## src/rtl/axi_stream_pkg.sv

```systemverilog
// Shared constants and types for the AXI4-Stream video blocks.
//   AXIS_TDATA_WIDTH_* : common pixel beat widths
//   IMG_HEIGHT_MAX     : largest frame height (lines) any block must count to
//   arb_state_e        : frame arbiter FSM states
package axi_stream_pkg;

    localparam int AXIS_TDATA_WIDTH_8  = 8;
    localparam int AXIS_TDATA_WIDTH_24 = 24;
    localparam int AXIS_TDATA_WIDTH_32 = 32;

    localparam int IMG_HEIGHT_MAX = 1080;

    typedef enum logic [0:0] {
        ST_IDLE   = 1'b0,
        ST_STREAM = 1'b1
    } arb_state_e;

endpackage

```

## src/rtl/rr_arbiter.sv

```systemverilog
// Combinational round-robin picker.
//   i_req     : request vector, one bit per source
//   i_last    : index of the previously served source
//   o_gnt_oh  : one-hot winner (zero when no request)
//   o_gnt_idx : winner index
//   o_gnt_vld : at least one request present
// Search starts at (i_last+1) mod NUM_SRC and wraps.
module rr_arbiter #(
    parameter int NUM_SRC = 4,
    localparam int IW = $clog2(NUM_SRC)
)(
    input  logic [NUM_SRC-1:0] i_req,
    input  logic [IW-1:0]      i_last,
    output logic [NUM_SRC-1:0] o_gnt_oh,
    output logic [IW-1:0]      o_gnt_idx,
    output logic               o_gnt_vld
);

    logic [NUM_SRC-1:0] w_rot;
    logic [IW:0]        w_off;
    logic [IW:0]        w_sum;

    always_comb begin
        // Rotate so bit 0 is the source right after the last winner.
        w_rot = NUM_SRC'({i_req, i_req} >> ({1'b0, i_last} + 1'b1));
        w_off = '0;
        for (int k = NUM_SRC - 1; k >= 0; k--) begin
            if (w_rot[k]) w_off = (IW+1)'(k);
        end
        w_sum = {1'b0, i_last} + w_off + 1'b1;
        if (w_sum >= (IW+1)'(NUM_SRC)) w_sum = w_sum - (IW+1)'(NUM_SRC);
        o_gnt_vld = |i_req;
        o_gnt_idx = w_sum[IW-1:0];
        o_gnt_oh  = o_gnt_vld ? (NUM_SRC'(1) << w_sum[IW-1:0]) : '0;
    end

endmodule

```

## src/rtl/axis_frame_arbiter.sv

```systemverilog
// Frame-granular AXI4-Stream video arbiter. Picks one source at its
// start-of-frame beat and passes it through unbuffered until cfg_height
// lines have been forwarded, then re-arbitrates round robin.
//   aclk, areset          : clock, async active-high reset
//   cfg_height            : lines per frame, latched at grant (0 -> 1)
//   s_axis_*              : NUM_SRC packed slave streams (tuser = SOF)
//   m_axis_*              : single master stream
//   grant_id              : current / last granted source
//   busy                  : a frame is being streamed
//   frame_done, frame_err : one-cycle status pulses
module axis_frame_arbiter
    import axi_stream_pkg::*;
#(
    parameter int NUM_SRC     = 4,
    parameter int TDATA_WIDTH = AXIS_TDATA_WIDTH_24,
    parameter int MAX_LINES   = IMG_HEIGHT_MAX,
    localparam int HW = $clog2(MAX_LINES + 1),
    localparam int IW = $clog2(NUM_SRC)
)(
    input  logic                           aclk,
    input  logic                           areset,
    input  logic [HW-1:0]                  cfg_height,
    input  logic [NUM_SRC*TDATA_WIDTH-1:0] s_axis_tdata,
    input  logic [NUM_SRC-1:0]             s_axis_tvalid,
    input  logic [NUM_SRC-1:0]             s_axis_tlast,
    input  logic [NUM_SRC-1:0]             s_axis_tuser,
    output logic [NUM_SRC-1:0]             s_axis_tready,
    output logic [TDATA_WIDTH-1:0]         m_axis_tdata,
    output logic                           m_axis_tvalid,
    output logic                           m_axis_tlast,
    output logic                           m_axis_tuser,
    input  logic                           m_axis_tready,
    output logic [IW-1:0]                  grant_id,
    output logic                           busy,
    output logic                           frame_done,
    output logic                           frame_err
);

    arb_state_e         r_state;
    logic [IW-1:0]      r_grant;
    logic [NUM_SRC-1:0] r_grant_oh;
    logic [IW-1:0]      r_last_grant;
    logic [HW-1:0]      r_height;
    logic [HW-1:0]      r_line_cnt;
    logic               r_first;
    logic               r_frame_done;
    logic               r_frame_err;

    logic [NUM_SRC-1:0] w_sof_req;
    logic [NUM_SRC-1:0] w_rr_oh;
    logic [IW-1:0]      w_rr_idx;
    logic               w_rr_vld;
    logic               w_stream;
    logic               w_sel_valid;
    logic               w_sel_last;
    logic               w_sel_user;
    logic               w_accept;
    logic               w_sof_err;
    logic               w_frame_end;
    logic [HW-1:0]      w_line_next;
    logic [HW-1:0]      w_cfg_height;

    assign w_sof_req = s_axis_tvalid & s_axis_tuser;

    rr_arbiter #(.NUM_SRC(NUM_SRC)) u_rr (
        .i_req     (w_sof_req),
        .i_last    (r_last_grant),
        .o_gnt_oh  (w_rr_oh),
        .o_gnt_idx (w_rr_idx),
        .o_gnt_vld (w_rr_vld)
    );

    assign w_stream    = (r_state == ST_STREAM);
    assign w_sel_valid = s_axis_tvalid[r_grant];
    assign w_sel_last  = s_axis_tlast[r_grant];
    assign w_sel_user  = s_axis_tuser[r_grant];
    assign w_accept    = w_stream & w_sel_valid & m_axis_tready;
    // A SOF after the first accepted beat means the source restarted a frame.
    assign w_sof_err   = w_accept & w_sel_user & ~r_first;

    always_comb begin
        w_line_next = w_sof_err ? '0 : r_line_cnt;
        if (w_sel_last) w_line_next = w_line_next + HW'(1);
    end

    // Counter only ever reaches r_height <= MAX_LINES, so it cannot wrap.
    assign w_frame_end = w_accept & w_sel_last & (w_line_next == r_height);

    always_comb begin
        if (cfg_height == '0)                 w_cfg_height = HW'(1);
        else if (cfg_height > HW'(MAX_LINES)) w_cfg_height = HW'(MAX_LINES);
        else                                  w_cfg_height = cfg_height;
    end

    // Datapath is pure muxing; reset gates the handshake outputs directly.
    assign m_axis_tdata  = s_axis_tdata[r_grant*TDATA_WIDTH +: TDATA_WIDTH];
    assign m_axis_tlast  = w_sel_last;
    assign m_axis_tuser  = w_sel_user;
    assign m_axis_tvalid = ~areset & w_stream & w_sel_valid;

    // IDLE drains stale mid-frame beats but holds SOF beats for arbitration.
    assign s_axis_tready = areset   ? '0 :
                           w_stream ? (r_grant_oh & {NUM_SRC{m_axis_tready}}) :
                                      (s_axis_tvalid & ~s_axis_tuser);

    assign grant_id   = r_grant;
    assign busy       = w_stream;
    assign frame_done = r_frame_done;
    assign frame_err  = r_frame_err;

    always_ff @(posedge aclk or posedge areset) begin
        if (areset) begin
            r_state      <= ST_IDLE;
            r_grant      <= '0;
            r_grant_oh   <= NUM_SRC'(1);
            r_last_grant <= IW'(NUM_SRC - 1);
            r_height     <= HW'(1);
            r_line_cnt   <= '0;
            r_first      <= 1'b1;
            r_frame_done <= 1'b0;
            r_frame_err  <= 1'b0;
        end else begin
            r_frame_done <= 1'b0;
            r_frame_err  <= 1'b0;
            if (r_state == ST_IDLE) begin
                if (w_rr_vld) begin
                    r_grant    <= w_rr_idx;
                    r_grant_oh <= w_rr_oh;
                    r_height   <= w_cfg_height;
                    r_line_cnt <= '0;
                    r_first    <= 1'b1;
                    r_state    <= ST_STREAM;
                end
            end else if (w_accept) begin
                r_first     <= 1'b0;
                r_frame_err <= w_sof_err;
                r_line_cnt  <= w_line_next;
                if (w_frame_end) begin
                    r_frame_done <= 1'b1;
                    r_last_grant <= r_grant;
                    r_state      <= ST_IDLE;
                end
            end
        end
    end

endmodule

```

## config.mk

```make
export PLATFORM = sky130hd
export DESIGN_NAME = axis_frame_arbiter
export DESIGN_NICKNAME = d
export VERILOG_FILES = /design/src/rtl/axi_stream_pkg.sv /design/src/rtl/rr_arbiter.sv /design/src/rtl/axis_frame_arbiter.sv
export SDC_FILE = /design/constraint.sdc
export NUM_CORES = 1
export LEC_CHECK = 0
export ABC_AREA = 1
export BUFFER_PORTS_ARGS = -buffer_cell sky130_fd_sc_hd__buf_2
export CAP_MARGIN = 10
export CORE_MARGIN = 2
export CORE_UTILIZATION = 47
export DETAILED_ROUTE_END_ITERATION = 6
export PLACE_DENSITY = 0.86
export RECOVER_POWER = 50
export SKIP_LAST_GASP = 1
export SYNTH_ARGS = -nofsm -noshare
export SYNTH_HDL_FRONTEND = slang
export SYNTH_SLANG_ARGS = --single-unit
```

## constraint.sdc

```tcl
create_clock -name aclk -period 3 [get_ports aclk]
set_input_delay 0.6 -clock aclk [delete_from_list [all_inputs] [get_ports aclk]]
set_output_delay 0.6 -clock aclk [all_outputs]
set_load 0.02 [all_outputs]
```

Word-level counts from Yosys, hierarchy flattened

Index checks and enable logic that the tools add are counted.

Register bits: 34
Input port bits: 122
Output and inout port bits: 36
Word-level logic and storage cells: 76

Add/sub/neg operators: 5
Multiply operators: 1
Magnitude comparators: 3
Equality and inequality tests: 2
Shift-type cells: 3
Mux-type cells: 32
Bitwise logic cells: 15
Reduce and logical (&&, ||, !) cells: 6

Operators by type and width:

| operator                                                    | number |
|---|---|
| variable part select 96 x 8 -> 24 bit                       | 1 |
| two-way mux 11 bit                                          | 7 |
| two-way mux 1 bit                                           | 15 |
| bitwise AND 4 bit                                           | 3 |
| adder 11 x 1 -> 11 bit (second input constant)              | 1 |
| == test 11 bit                                              | 1 |
| greater-than comparator 11 bit (second input constant)      | 1 |
| zero test 11 bit                                            | 1 |
| two-way mux 2 bit                                           | 5 |
| bitwise AND 1 bit                                           | 8 |
| two-way mux 4 bit                                           | 2 |
| >> shifter 8 x 3 -> 4 bit                                   | 1 |
| binary-select mux 1 bit (select 2 bit)                      | 3 |
| multiplier 2 x 2 -> 4 bit (second input constant)           | 1 |
| inverter 4 bit                                              | 1 |
| AND reduction 2 bit                                         | 2 |
| OR reduction 4 bit                                          | 1 |
| left shift 1 x 2 -> 4 bit (first input constant)            | 1 |
| adder 2 x 1 -> 3 bit (second input constant)                | 1 |
| adder 2 x 2 -> 3 bit                                        | 1 |
| adder 3 x 1 -> 3 bit (second input constant)                | 1 |
| >= comparator 3 bit (second input constant)                 | 1 |
| less-than comparator 2 x 3 -> 1 bit (second input constant) | 1 |
| inverter 1 bit                                              | 3 |
| 4 further kinds                                             | 4 |

Depth between registers and ports, before layout

Depth in word-level cells: 14
Depth in mapped cells: 24
Mapped depth without buffers: 23

By module

A second synthesis with hierarchy kept.

Cells, all modules: 511
Area, all modules: 3154.3 um^2

By module, submodules not included:

| module             | instances | cells an instance | area each (um^2) | sequential area each (um^2) |
|---|---|---|---|---|
| axis_frame_arbiter | 1         | 465               | 2907.8           | 857.1 |
| rr_arbiter         | 1         | 46                | 246.5            | 0.0 |

Least setup slack after synthesis

No wires, ideal clock.

Kind: register to register
Start point: reg r_grant[0], in the netlist grant_id[0]
End point: reg r_state, in the netlist busy
Library setup time: 0.133 ns
Arrival time: 2.441 ns
Data required time: 2.867 ns
Setup slack: 0.426 ns
Stages on the path, launching flop included: 23
Buffers on the path: 1
Clock period less this slack: 2.574 ns
Cell sequence: dfrtp_1 inv_2 buf_6 nand2_1 nand3_1 nand2_2 nand2_4 nor2_8 nor2_2 ha_1 nand2_4 nor2_4 nand3_2 nor2_4 nand2_1 nand2_2 nand2_2 nand2_1 nand2_2 nor2_4 nand3_2 nor2_2 a21oi_2

Elaborated cells on any way between the ends: 19
Classes of those cells: add/sub (1); eq/ne (1); mux (11); bitwise (6)

RTL lines:

| item                                        | line                      | source |
|---|---|---|
| start: declaration                          | axis_frame_arbiter.sv:40  | `logic [IW-1:0] r_grant;` |
| start signal: assignment                    | axis_frame_arbiter.sv:127 | `r_grant <= w_rr_idx;` |
| binary-select mux 1 bit (select 2 bit) (*)  | axis_frame_arbiter.sv:76  | `assign w_sel_user = s_axis_tuser[r_grant];` |
| two-way mux 1 bit (implied by the code) (*) | axis_frame_arbiter.sv:76  |  |
| named net m_axis_tuser                      | axis_frame_arbiter.sv:31  | `output logic m_axis_tuser,` |
| bitwise AND 1 bit (*) (2 in series)         | axis_frame_arbiter.sv:79  | `assign w_sof_err = w_accept & w_sel_user & ~r_first;` |
| two-way mux 11 bit (*)                      | axis_frame_arbiter.sv:82  | `w_line_next = w_sof_err ? '0 : r_line_cnt;` |
| adder 11 x 1 -> 11 bit                      | axis_frame_arbiter.sv:83  | `if (w_sel_last) w_line_next = w_line_next + HW'(1);` |
| two-way mux 11 bit (*)                      | axis_frame_arbiter.sv:83  |  |
| == test 11 bit (*)                          | axis_frame_arbiter.sv:87  | `assign w_frame_end = w_accept & w_sel_last & (w_line_next == r_height);` |
| bitwise AND 1 bit (*)                       | axis_frame_arbiter.sv:87  |  |
| two-way mux 1 bit (*)                       | axis_frame_arbiter.sv:138 | `if (w_frame_end) begin` |
| two-way mux 1 bit (*)                       | axis_frame_arbiter.sv:134 | `end else if (w_accept) begin` |
| two-way mux 1 bit (*)                       | axis_frame_arbiter.sv:125 | `if (r_state == ST_IDLE) begin` |
| end signal: assignment                      | axis_frame_arbiter.sv:113 | `r_state <= ST_IDLE;` |
| end signal: assignment                      | axis_frame_arbiter.sv:132 | `r_state <= ST_STREAM;` |
| end signal: assignment                      | axis_frame_arbiter.sv:141 | `r_state <= ST_IDLE;` |
| end: declaration                            | axis_frame_arbiter.sv:39  | `arb_state_e r_state;` |

Mark *: on every way through the listed nets, which the timed path passes. The rest lies on a longest branch. The select of a mux whose other input is x is not followed.
A chain may end at the register's enable or synchronous reset.

Worst setup path in the final report

Start point: reg r_grant[0], in the netlist grant_id[0]
End point: reg r_state, in the netlist busy

Longest elaborated chain between the ends: 14
Elaborated cells on any way between the ends: 19
Classes of those cells: add/sub (1); eq/ne (1); mux (11); bitwise (6)

RTL lines:

| item                                    | line                      | source |
|---|---|---|
| binary-select mux 1 bit (select 2 bit)  | axis_frame_arbiter.sv:74  | `assign w_sel_valid = s_axis_tvalid[r_grant];` |
| two-way mux 1 bit (implied by the code) | axis_frame_arbiter.sv:74  |  |
| bitwise AND 1 bit (2 in series)         | axis_frame_arbiter.sv:77  | `assign w_accept = w_stream & w_sel_valid & m_axis_tready;` |
| bitwise AND 1 bit (2 in series)         | axis_frame_arbiter.sv:79  |  |
| two-way mux 11 bit                      | axis_frame_arbiter.sv:82  |  |
| adder 11 x 1 -> 11 bit                  | axis_frame_arbiter.sv:83  |  |
| two-way mux 11 bit                      | axis_frame_arbiter.sv:83  |  |
| == test 11 bit                          | axis_frame_arbiter.sv:87  |  |
| bitwise AND 1 bit                       | axis_frame_arbiter.sv:87  |  |
| two-way mux 1 bit                       | axis_frame_arbiter.sv:138 |  |
| two-way mux 1 bit (*)                   | axis_frame_arbiter.sv:134 |  |
| two-way mux 1 bit (*)                   | axis_frame_arbiter.sv:125 |  |

Mark *: on every way between the ends. The rest lies on a longest branch, timed or not. The select of a mux whose other input is x is not followed.

==> flow_summary.ini <==
[outcome]
status = finished, violations left
violations = max-capacitance violations, max-slew violations

[routing]
via_count = 3970
viasPerCell = 5.44
wirelength_um = 10400
drc = 0
wl_per_cell_um = 14.2
antenna_left = 0
drt_iter0_drc = 303
drt_pass1_iterations = 6

[placed_design]
placed_area_sq_um = 3970
io_buffers = 157
dp_hpwl_um = 8030
place.gp.congestion = 0.949

[global_routing]
overflow = 0
antenna_found_initial = 0
grt_max_degree = 51
grt_pass1_wl_um = 17300
grt_use_met2_pct = 48.7
met1_usage_pct = 38.4
track_usage_pct = 29.1
top_usage_layer = met2
use_met3_pct = 4.91
grt_pass1_vias = 3745

[logic_synthesis]
syn_inst = 500
yosysSeqAreaShare_pct = 27.4
synth_nets = 624
synth.avg_cell_area_sq_um = 6.25
ys_warn_count = 0
synth_area_sq_um = 3120
ys_seq_elements = 34
synth.distinct_cells = 30

[power]
p_per_area_nw_per_um2 = 508
combPwrFrac_pct = 53.2
p_clk_share_pct = 16.4
swShare_pct = 46.2
switching_power_w = 0.000952
peakVddDrop_uv = 224
internal_power_w = 0.00111
leakagePower_nw = 2.11
pwr-share-seq_pct = 30.4

[finish]
finalNetCount = 776
syn2layout_area_growth_pct = 29.9
final_common_cell = buf_2
layout-drive-gt1-share_pct = 32.2
final_area_sq_um = 4060
diodes = 0
layout_common_cells = 149 x buf_2, 97 x nand2_1, 78 x o21ai_0, 63 x nor2_1, 57 x inv_1

[sta]
fin_worst_skew_ns = 0.00946
timing.final.hold_violations = 0
grt_setup_unrepaired = false
tightest_slew_ns = 1.84
slew_headroom_pct = -22.6
fin_crit_ns = 2.75
slew_violations = 35
setup_total_negative_slack_ns = 0
fmax_ghz = 0.364
finalCritPeriodShare_pct = 91.6
setup_viol = 0

[cts]
cts_tree = done
cts_sinks = 34
numCtsBuffers = 5
cts_buffer_depth = 2
cts_root_buf = clkbuf_8
clk_pin_slew_worst_paths_ns = 0.07
h-tree-depth = 2
clock_latency_ns = 0.30
hold_buffers = 0

[floorplanning]
rows = 29
ios = 158
die_y_um = 85.5
core-area_sq_um = 6390
die_x_um = 85.5
die-area_sq_um = 7320
initial_core_util_pct = 48.9

[worst_setup_path]
worstSetupEndpointType = flop
cp-start-kind = flop
crit_arrival_ns = 2.92
required_ns = 3.17
crit_path_max_fanout = 9
path_class = reg -> reg

[run]
cap_violations = 1

[hold_path]
hold_class = reg -> reg
[final timing paths]
path                       depth (start not counted)  slack (ns)           from       endpoint
max reg2reg                                       19        0.25    grant_id[0]           busy
max                                               19        0.25    grant_id[0]           busy
min                                                2        0.49  r_grant_oh[0]  r_grant_oh[0]
min reg2reg                                        2        0.49  r_grant_oh[0]  r_grant_oh[0]
max in group asynchronous                          3        0.80         areset    grant_id[0]
min in group asynchronous                          3        1.02         areset  r_grant_oh[3]
[layout make-up]
cell class	instances	area [sq um]
fillers	581	2330
multi-input cells	379	1910
flip-flops and latches	34	858
repair buffers	169	858
inverters	63	244
well taps	77	96.3
clock buffers	6	72.6
clock inverters	2	13.8
[registers in the layout (all words and copies together) (netlist names)]
register,count
busy,1
frame_done,1
frame_err,1
grant_id,2
r_first,1
r_grant_oh,4
r_height,11
r_last_grant,2
r_line_cnt,11
[through the flow]
step | std cells | hold slack [ns] | setup slack (ns) | power (W) | utilization [%]
after detailed placement | 720 | 0.482 | 0.148 | 0.00171 | 62.2
final | 730 | 0.490 | 0.251 | 0.00206 | 63.5
after global placement | 720 | 0.469 | 0.203 | 0.00167 | 62.2
after global routing | 730 | 0.516 | 0.00175 | 0.00222 | 63.5
after floorplan | 500 | 0.454 | 0.426 | 0.00139 | -
after CTS | 728 | 0.450 | 0.205 | 0.00205 | 63.5
[metal layers]
layer  wire length (um)  vias to the layer above
li1                   -                     1974
met1               4330                     1788
met2               5070                      183
met3                764                       25
met4                236                        0
met5                  0                        -
[synthesized netlist by cell type]
cell type | n | area [sq um]
dfrtp_1 | 29 | 726
nand4_1 | 6 | 37.5
nand3_2 | 8 | 80.1
o21bai_1 | 4 | 30.0
ha_1 | 2 | 25.0
o21ai_1 | 1 | 5.00
nor2_8 | 1 | 20.0
inv_1 | 57 | 214
nand2_1 | 97 | 364
clkbuf_1 | 17 | 63.8
a21oi_1 | 7 | 35.0
dfstp_2 | 5 | 131
a21oi_2 | 2 | 17.5
buf_2 | 5 | 25.0
nand2_4 | 3 | 33.8
nand3_1 | 49 | 245
o31ai_1 | 1 | 7.51
nor2_1 | 63 | 236
clkinv_1 | 1 | 3.75
o22ai_1 | 33 | 206
nor4_1 | 3 | 18.8
inv_2 | 4 | 15.0
nor2_4 | 5 | 56.3
buf_6 | 2 | 22.5
nor2_2 | 7 | 43.8
inv_6 | 1 | 8.76
or2_2 | 1 | 6.26
xor2_1 | 2 | 17.5
o21ai_0 | 78 | 390
nand2_2 | 6 | 37.5
[timing repair]
| item | CTS | global route |
|---|---|---|
| buffers inserted | 0 | 2 |
| setup endpoints to repair | 0 | 4 |
| gates resized for setup | 0 | 2 |
[power groups by stage]
| stage | logic [W] | clock network [W] | registers [W] |
|---|---|---|---|
| 2_1_floorplan | 0.000779 | 0 | 0.000615 |
| 6_report | 0.00110 | 0.000339 | 0.000627 |
| 4_1_cts | 0.00109 | 0.000342 | 0.000624 |
| 3_3_place_gp | 0.00104 | 0 | 0.000628 |
| 3_5_place_dp | 0.00108 | 0 | 0.000631 |
| 5_1_grt | 0.00122 | 0.000360 | 0.000637 |
[critical path, stage by stage, from the launching register on]
cell and delay, ns:
dfrtp_2 0.49, inv_4 0.13, nand2_1 0.06, nand3_1 0.12, nand2_1 0.10, nand3_2 0.13
nor2_8 0.04, nor2_2 0.13, ha_1 0.21, nand2_4 0.07, nor2_4 0.12, nand3_2 0.12
nor2_4 0.16, nand3_2 0.11, nor2_1 0.10, nand2_1 0.08, nand3_1 0.11, nand3_2 0.13
nor2_2 0.15, a21oi_2 0.04
[cells by family after synthesis]
| kind of cell | Yosys count | share of synthesized area (%) |
|---|---|---|
| and+or+nand+nor | 249 | 37.8 |
| AOI/OAI and AO/OA | 126 | 22.1 |
| buffers and inverters | 87 | 11.3 |
| DFF | 34 | 27.4 |
| xor gates and xnor gates | 2 | 0.561 |
| adders and majority gates | 2 | 0.801 |
Power figures use the tool's default switching activity.
